## src/rtl/gate_share_arbiter_pkg.sv

```systemverilog
// Shared types for the gate_share_arbiter slice: FSM state encoding and op counter width.
// Latency: n/a (declarations only).
// Backpressure: n/a (declarations only).
package gate_share_arbiter_pkg;

    typedef enum logic [1:0] {
        ST_IDLE = 2'd0,
        ST_EXEC = 2'd1,
        ST_DONE = 2'd2
    } state_t;

    localparam int OPCNT_W = 8;

endpackage

```

## src/rtl/gate_share_arbiter_and_unit.sv

```systemverilog
// Shared DW-wide AND datapath fed from the arbiter's captured operand registers.
// Latency: combinational, zero cycles.
// Backpressure: none; the arbiter registers the result.
module and_unit #(
    parameter int DW = 1
) (
    input  logic [DW-1:0] a_i,
    input  logic [DW-1:0] b_i,
    output logic [DW-1:0] y_o
);

    assign y_o = a_i & b_i;

endmodule

```

## src/rtl/gate_share_arbiter.sv

```systemverilog
// Round-robin arbiter sharing one AND unit among N_REQ requesters; optional op_cnt via GATE_ARB_OPCNT_EN.
// Latency: grant 1 cycle after req sampled in IDLE, done/and_o 2 cycles after, 3 cycles per operation.
// Backpressure: requests raised while busy wait in req and are re-arbitrated on return to IDLE.
module gate_share_arbiter
    import gate_share_arbiter_pkg::*;
#(
    parameter int N_REQ = 4,
    parameter int DW    = 1
) (
    input  logic                  clk,
    input  logic                  rst_n,
    input  logic [N_REQ-1:0]      req,
    input  logic [N_REQ*DW-1:0]   a,
    input  logic [N_REQ*DW-1:0]   b,
    output logic [N_REQ-1:0]      gnt,
    output logic [N_REQ-1:0]      done,
    output logic [DW-1:0]         and_o,
    output logic                  busy
`ifdef GATE_ARB_OPCNT_EN
    ,
    output logic [OPCNT_W-1:0]    op_cnt
`endif
);

    localparam int PW = (N_REQ > 1) ? $clog2(N_REQ) : 1;
    localparam logic [N_REQ-1:0] GNT_ONE = N_REQ'(1);

    state_t             state_q;
    logic [N_REQ-1:0]   gnt_q;
    logic [N_REQ-1:0]   done_q;
    logic [DW-1:0]      and_q;
    logic [PW-1:0]      ptr_q;
    logic [DW-1:0]      opa_q;
    logic [DW-1:0]      opb_q;
    logic [DW-1:0]      and_w;
    logic [PW-1:0]      win_d;
`ifdef GATE_ARB_OPCNT_EN
    logic [OPCNT_W-1:0] op_cnt_q;
`endif

    function automatic logic [PW-1:0] wrap_add(input logic [PW-1:0] p, input int k);
        int s;
        s = int'(p) + k;
        if (s >= N_REQ) s = s - N_REQ;
        return PW'(s);
    endfunction

    // Scan farthest-to-nearest from ptr so the nearest asserted requester wins last.
    function automatic logic [PW-1:0] rr_pick(input logic [N_REQ-1:0] r, input logic [PW-1:0] p);
        logic [PW-1:0] idx;
        logic [PW-1:0] w;
        w = p;
        for (int k = N_REQ - 1; k >= 0; k--) begin
            idx = wrap_add(p, k);
            if (r[idx]) w = idx;
        end
        return w;
    endfunction

    always_comb begin
        win_d = rr_pick(req, ptr_q);
    end

    and_unit #(.DW(DW)) u_and (
        .a_i (opa_q),
        .b_i (opb_q),
        .y_o (and_w)
    );

    always_ff @(posedge clk or negedge rst_n) begin
        if (!rst_n) begin
            state_q  <= ST_IDLE;
            gnt_q    <= '0;
            done_q   <= '0;
            and_q    <= '0;
            ptr_q    <= '0;
            opa_q    <= '0;
            opb_q    <= '0;
`ifdef GATE_ARB_OPCNT_EN
            op_cnt_q <= '0;
`endif
        end else begin
            case (state_q)
                ST_IDLE: begin
                    if (|req) begin
                        state_q <= ST_EXEC;
                        gnt_q   <= GNT_ONE << win_d;
                        opa_q   <= a[win_d*DW +: DW];
                        opb_q   <= b[win_d*DW +: DW];
                        ptr_q   <= wrap_add(win_d, 1);
                    end
                end
                ST_EXEC: begin
                    state_q <= ST_DONE;
                    and_q   <= and_w;
                    done_q  <= gnt_q;
                end
                ST_DONE: begin
                    state_q <= ST_IDLE;
                    done_q  <= '0;
                    gnt_q   <= '0;
`ifdef GATE_ARB_OPCNT_EN
                    if (op_cnt_q != '1) op_cnt_q <= op_cnt_q + 1'b1;
`endif
                end
                default: begin
                    state_q <= ST_IDLE;
                    done_q  <= '0;
                    gnt_q   <= '0;
                end
            endcase
        end
    end

    assign gnt   = gnt_q;
    assign done  = done_q;
    assign and_o = and_q;
    assign busy  = (state_q != ST_IDLE);
`ifdef GATE_ARB_OPCNT_EN
    assign op_cnt = op_cnt_q;
`endif

endmodule

```

## config.mk

```make
export PLATFORM = sky130hd
export DESIGN_NAME = gate_share_arbiter
export DESIGN_NICKNAME = d
export VERILOG_FILES = /design/src/rtl/gate_share_arbiter_pkg.sv /design/src/rtl/gate_share_arbiter_and_unit.sv /design/src/rtl/gate_share_arbiter.sv
export SDC_FILE = /design/constraint.sdc
export NUM_CORES = 1
export LEC_CHECK = 0
export CAP_MARGIN = 25
export CORE_MARGIN = 8
export CORE_UTILIZATION = 48
export CTS_CLUSTER_DIAMETER = 40
export DETAILED_ROUTE_END_ITERATION = 6
export MAX_ROUTING_LAYER = met4
export PLACE_DENSITY = 0.86
export SLEW_MARGIN = 20
export SYNTH_ARGS = -nofsm -noshare
export SYNTH_HDL_FRONTEND = slang
export SYNTH_SLANG_ARGS = --single-unit
export TNS_END_PERCENT = 30
```

## constraint.sdc

```tcl
create_clock -name clk -period 3.2 [get_ports clk]
set_input_delay 0.32 -clock clk [delete_from_list [all_inputs] [get_ports clk]]
set_output_delay 0.32 -clock clk [all_outputs]
set_load 0.01 [all_outputs]
```

# Word level (Yosys, flattened, before mapping)
# Cells that the tools add are included.
# totals
register_bits	15
out_inout_bits	10
# classes
add_sub_neg	9
order_cmp	9
n_eq_ne	2
shift	3
muxes	22
n_bitwise	2
reduce_logical	5
# ops
op	count
$mux W2	10
$pmux W4 S2	2
$ge A3 B3 Y1 const B	4
$lt A2 B3 Y1 const B	4
$sub A2 B1 Y2 const B	5
$bmux W1 S2	4
$shiftx A4 B3 Y1	2
$add A2 B1 Y3 const B	2
$add A2 B2 Y3 const B	2
$mux W1	4
$mux W4	1
$pmux W2 S2	1
$reduce_and A2 Y1	2
$reduce_or A4 Y1	1
$shl A1 B2 Y4 const A	1
$ge A2 B3 Y1 const B	1
$eq A2 B1 Y1 const B	1
$logic_not A2 Y1	1
$ne A2 B2 Y1 const B	1
$reduce_bool A2 Y1	1
$and A1 B1 Y1	1
$not A1 Y1	1

# Depth between registers and ports, before layout
# depth
ltp_word	12
depth_mapped	7
depth_no_buf	5

# By module
# A second synthesis with hierarchy kept.
# hier_totals
hier_cells	79
area_unflattened_um2	848.3
# by_module_without_submodules
mod	instances	cells_per_inst	area_per_inst_um2	seq_area_each_um2
gate_share_arbiter	1	78	842.1	375.4
and_unit	1	1	6.3	0.0

# Worst setup path after synthesis
# OpenSTA, ideal clock, no wires.
# synth_path
path_type	reg-to-reg
start	reg ptr_q[1]
end	reg opa_q
setup_time_ns	0.126
arrival_ns	1.798
setup_slack_ns	1.276
path_stages_with_launch	7
n_path_buf	1
synth_period_minus_slack_ns	1.924
path_cell_list	dfrtp_1 > buf_2 > nor2b_1 > a2111o_1 > nand2_2 > mux2_2 > a221o_1
# synth_via
elab_chain_cells	10
word_cells_on_any_way	28
cone_classes	add/sub: 7; order compare: 4; shift: 1; mux: 16
# synth_lines
item	line_no	text
start: declaration	gate_share_arbiter.sv:32	logic [PW-1:0] ptr_q;
start signal: assignment	gate_share_arbiter.sv:90	ptr_q <= wrap_add(win_d, 1);
$add A2 B2 Y3	gate_share_arbiter.sv:43	s = int'(p) + k;
$ge A3 B3 Y1 / $sub A2 B1 Y2 (equally long branches)	gate_share_arbiter.sv:44	if (s >= N_REQ) s = s - N_REQ;
$mux W2	gate_share_arbiter.sv:44	
$bmux W1 S2	gate_share_arbiter.sv:55	if (r[idx]) w = idx;
$mux W1 (implied by the code)	gate_share_arbiter.sv:55	
$mux W2 (3 in series)	gate_share_arbiter.sv:55	
$mux W2 *	gate_share_arbiter.sv:55	
$shiftx A4 B3 Y1 *	gate_share_arbiter.sv:88	opa_q <= a[win_d*DW +: DW];
end signal: assignment	gate_share_arbiter.sv:88	
end: declaration	gate_share_arbiter.sv:33	logic [DW-1:0] opa_q;
# Every way passes the cells marked *; elsewhere a longest branch is shown, timed or not. The select of a mux whose other input is x is not followed.
# A chain may end at the register's enable or synchronous reset.

# Final worst setup path
# layout_path
start	in req[3]
end	reg opb_q
# layout_via
elab_chain_cells	7
word_cells_on_any_way	15
cone_classes	shift: 1; mux: 12; reduce/logical: 2
# layout_lines
item	line_no	text
start: declaration	gate_share_arbiter.sv:12	input logic [N_REQ-1:0] req,
$bmux W1 S2	gate_share_arbiter.sv:55	
$mux W1 (implied by the code)	gate_share_arbiter.sv:55	
$mux W2 (4 in series)	gate_share_arbiter.sv:55	
$shiftx A4 B3 Y1	gate_share_arbiter.sv:89	opb_q <= b[win_d*DW +: DW];
end signal: assignment	gate_share_arbiter.sv:89	
end: declaration	gate_share_arbiter.sv:34	logic [DW-1:0] opb_q;
# Several ways; a longest one is shown, not always the timed one. The select of a mux whose other input is x is not followed.

==> metrics.md <==
| Metric | Value |
|---|---|
| Die H | `56.3 µm` |
| Routability cong. | `0.745` |
| First-pass GRT wire length | `3200 µm` |
| Synth area leaders | `dfrtp_1 (48%), mux2i_1 (5.1%), nor2b_1 (4.0%), o21ai_0 (3.8%), nor2_1 (3.8%)` |
| DR WL met2 | `934 µm` |
| Area delta synth->final | `32.1%` |
| Max-cap violations | `0` |
| DR pass1 iterations | `3` |
| Antenna Diode Count | `0` |
| Worst Setup SP | `req[3]` |
| Clk Latency, worst-skew pair | `roughly 0.29 ns` |
| Vias per cell | `5.72` |
| Reg2reg path depth | `5` |
| Total wire length | `1830 µm` |
| Overflow after GRT | `0` |
| Clock skew | `about 0.0046 ns` |
| Highest routed layer | `met4` |
| Crit Path Class | `primary input to flip-flop` |
| Starting DRT DRC Count | `7` |
| Core region area | `0.00152 mm²` |
| Die width | `56.3 µm` |
| Post-Route M1 WL | `~820 µm` |
| Worst hold path class | `primary input to async pin` |
| Fin Hold WS | `around 0.42 ns` |
| Leak pwr | `0.450 nW` |
| Fill count | `between 100 and 150` |
| TritonCTS clock tree | `built` |
| # IOs | `24` |
| Synth top area share | `0.481` |
| Predominant post-synthesis flop cell | `dfrtp_1` |
| CTS root buffer | `clkbuf_4` |
| Pre-CTS setup slack | `0.798 ns` |
| Required time worst endpoint | `between 3 and 4 ns` |
| Reg2reg start | `ptr_q[1]$_DFFE_PN0P_` |
| Setup WS post-layout | `1.11 ns` |
| Switching share of total power | `0.379` |
| TritonCTS buffer count | `3` |
| RR Endpoint | `opb_q$_DFFE_PN0P_` |
| Vias in the first global route | `~700` |
| Post-CTS Setup Bufs | `0` |
| Gr usage total | `0.128` |
| Worst-margin pin slew | `0.702 ns` |
| Final Critical Period | `between 2 and 2.5 ns` |
| Clk pin slew, worst setup/hold paths | `0.09 ns` |
| Final ANT Viol Nets | `0` |
| CTS Hold Bufs | `0` |
| Post-DP HPWL | `1490 µm` |
| H-tree depth | `1` |
| Layout Cells excl Fill | `around 120` |
| Sequential power share | `0.394` |
| Ratio of cells with drive above 1 in the final layout | `0.0900` |
| Flop2flop setup slack | `1.18 ns` |
| Row cnt | `14` |
| Register area share after synthesis | `0.481` |
| Clock power frac | `0.121` |
| Max rail drop VDD | `0.510 mV` |
| Asr flop ratio synth | `1.00` |
| Gate Count Post-Synth | `76` |
| Crit path DAT | `2.26 ns` |
| Crit path launch type | `primary input` |
| Via count | `664` |
| Slew margin rel. | `0.520` |
| Post-synth EDFFs | `0` |
| Antenna violations before repair | `0` |
| Die area | `about 0.0032 mm²` |
| Largest net degree at the start of global routing | `16` |
| Syn avg cell area | `10.3 µm²` |
| DR WL/cell | `15.8 µm` |
| Final nets | `115` |
| Post-synth top area cell | `dfrtp_1` |
| Pwr/cell area | `894 mW/mm²` |
| Syn Nets | `90` |
| Initial Util | `0.512` |
| WL met3 | `~48 µm` |
| Post-CTS resize count | `0` |
| Crit. End Element | `flip-flop` |
| DP Cell Count | `between 100 and 150` |
| Status | `finished clean` |
| Final Hold Vio Count | `0` |
| Slew Viols, Final | `0` |
| Synth warn | `0` |
| Max Buffers Root-to-Sink | `2` |
| RSZ-0062 raised after global routing | `no` |
| CTS Sinks | `15` |
| Setup TNS | `0 ns` |
| Post-route DRC | `0` |
| Psw | `around 0.00035 W` |
| Gate power share | `0.485` |
| IO Port Bufs | `23` |
| Max Freq | `0.479 GHz` |
| Synth cell types | `30` |
| P_int | `0.000572 W` |
| Max Fanout on Critical Path | `8` |
| Overall Power | `0.000922 W` |
| Tcrit/Tclk final | `0.652` |
| Yosys reg bits | `15` |
| Final setup viols | `0` |
| Post-Syn Area | `roughly 800 µm²` |
[power by group through the flow]
stage | clock network [W] | registers, W | logic [W]
after detailed placement | 0 | 0.000368 | 0.000454
after global routing | 0.000121 | 0.000381 | 0.000494
final | 0.000111 | 0.000363 | 0.000447
after global placement | 0 | 0.000365 | 0.000440
after CTS | 0.000113 | 0.000365 | 0.000456
after floorplan | 0 | 0.000355 | 0.000292
[synth_stat cells (2+ instances only)]
cell type  number
dfrtp_1        15
nor2_1          8
o21ai_0         6
nor2b_1         5
a21oi_1         4
mux2i_1         4
nand2_1         3
a2111o_1        2
a221o_1         2
a22o_1          2
buf_6           2
inv_1           2
nand2b_1        2
nand3_1         2
o21a_1          2
[cell type report]
class	instances	area (µm²)	area share
tap	16	20.0	0.0194
multi-input combinational	56	370	0.359
sequential	15	375	0.364
clock buffer	3	22.5	0.0218
timing repair buffer	23	230	0.223
inverter	2	7.51	0.00728
clock inverter	1	5.00	0.00485
[sequential cells by signal (all words and copies together), names as in the netlist]
name     cells
done         4
opb_q        1
state_q      2
ptr_q        2
opa_q        1
and_o        1
gnt          4
[cells by family after synthesis]
| kind of cell | after synthesis | share of synthesized area |
|---|---|---|
| buffers and inverters | 5 | 0.0449 |
| xor gates and xnor gates | 1 | 0.0112 |
| AOI/OAI and AO/OA | 23 | 0.212 |
| and+or+nand+nor | 26 | 0.171 |
| muxes | 6 | 0.0801 |
| DFF | 15 | 0.481 |
[metrics by stage]
step / utilization / instance area (µm²)
CTS: 0.677 / 1030
floorplan: - / 781
finish: 0.677 / 1030
global placement: 0.658 / 1000
detailed placement: 0.658 / 1000
global route: 0.677 / 1030
[worst max-delay path, stage by stage]
cell and delay (ns):
clkdlybuf4s50_1 0.59, nor2b_1 0.10, a2111o_1 0.47, nand2_2 0.14, mux2_1 0.34, a221o_1 0.32
[per-layer routing]
metal / GRT usage / vias up
li1: - / 325
met1: 0.151 / 325
met2: 0.209 / 12
met3: 0.0225 / 2
met4: 0.0515 / 0
met5: - / -
[placed cells by master, fill, tap and decap left out]
master / Yosys / layout
or2_4: 1 / 1
nor3_1: 1 / 1
nand2b_1: 2 / 2
or2_2: 1 / 1
o21bai_1: 1 / 1
a2111o_1: 2 / 2
xnor2_1: 1 / 1
a22o_1: 2 / 2
clkinv_2: 0 / 1
inv_1: 2 / 2
a2111oi_0: 1 / 1
dfrtp_1: 15 / 15
a211oi_1: 1 / 1
a221o_1: 2 / 2
clkdlybuf4s50_1: 0 / 23
o21ai_0: 6 / 6
nor2b_1: 5 / 5
nand2_2: 1 / 1
a21oi_1: 4 / 4
nand2_1: 3 / 3
mux2i_1: 4 / 4
a31o_2: 1 / 1
nand3_1: 2 / 2
nor4_1: 1 / 1
a21o_1: 1 / 1
clkbuf_4: 0 / 3
o21a_1: 2 / 2
mux2_2: 1 / 1
mux2_1: 1 / 1
or2_1: 1 / 1
nor2_1: 8 / 8
[worst max path at each step]
stage                     cells past startpoint  slack [ns]                end
after detailed placement                      6        0.80  opa_q$_DFFE_PN0P_
after global routing                          6         1.0  opb_q$_DFFE_PN0P_
after CTS                                     6        1.12  opb_q$_DFFE_PN0P_
final                                         6        1.11  opb_q$_DFFE_PN0P_
after global placement                        6        0.87  opa_q$_DFFE_PN0P_
after floorplan                               6        1.28  opa_q$_DFFE_PN0P_
(Power assumes the default switching activity.)
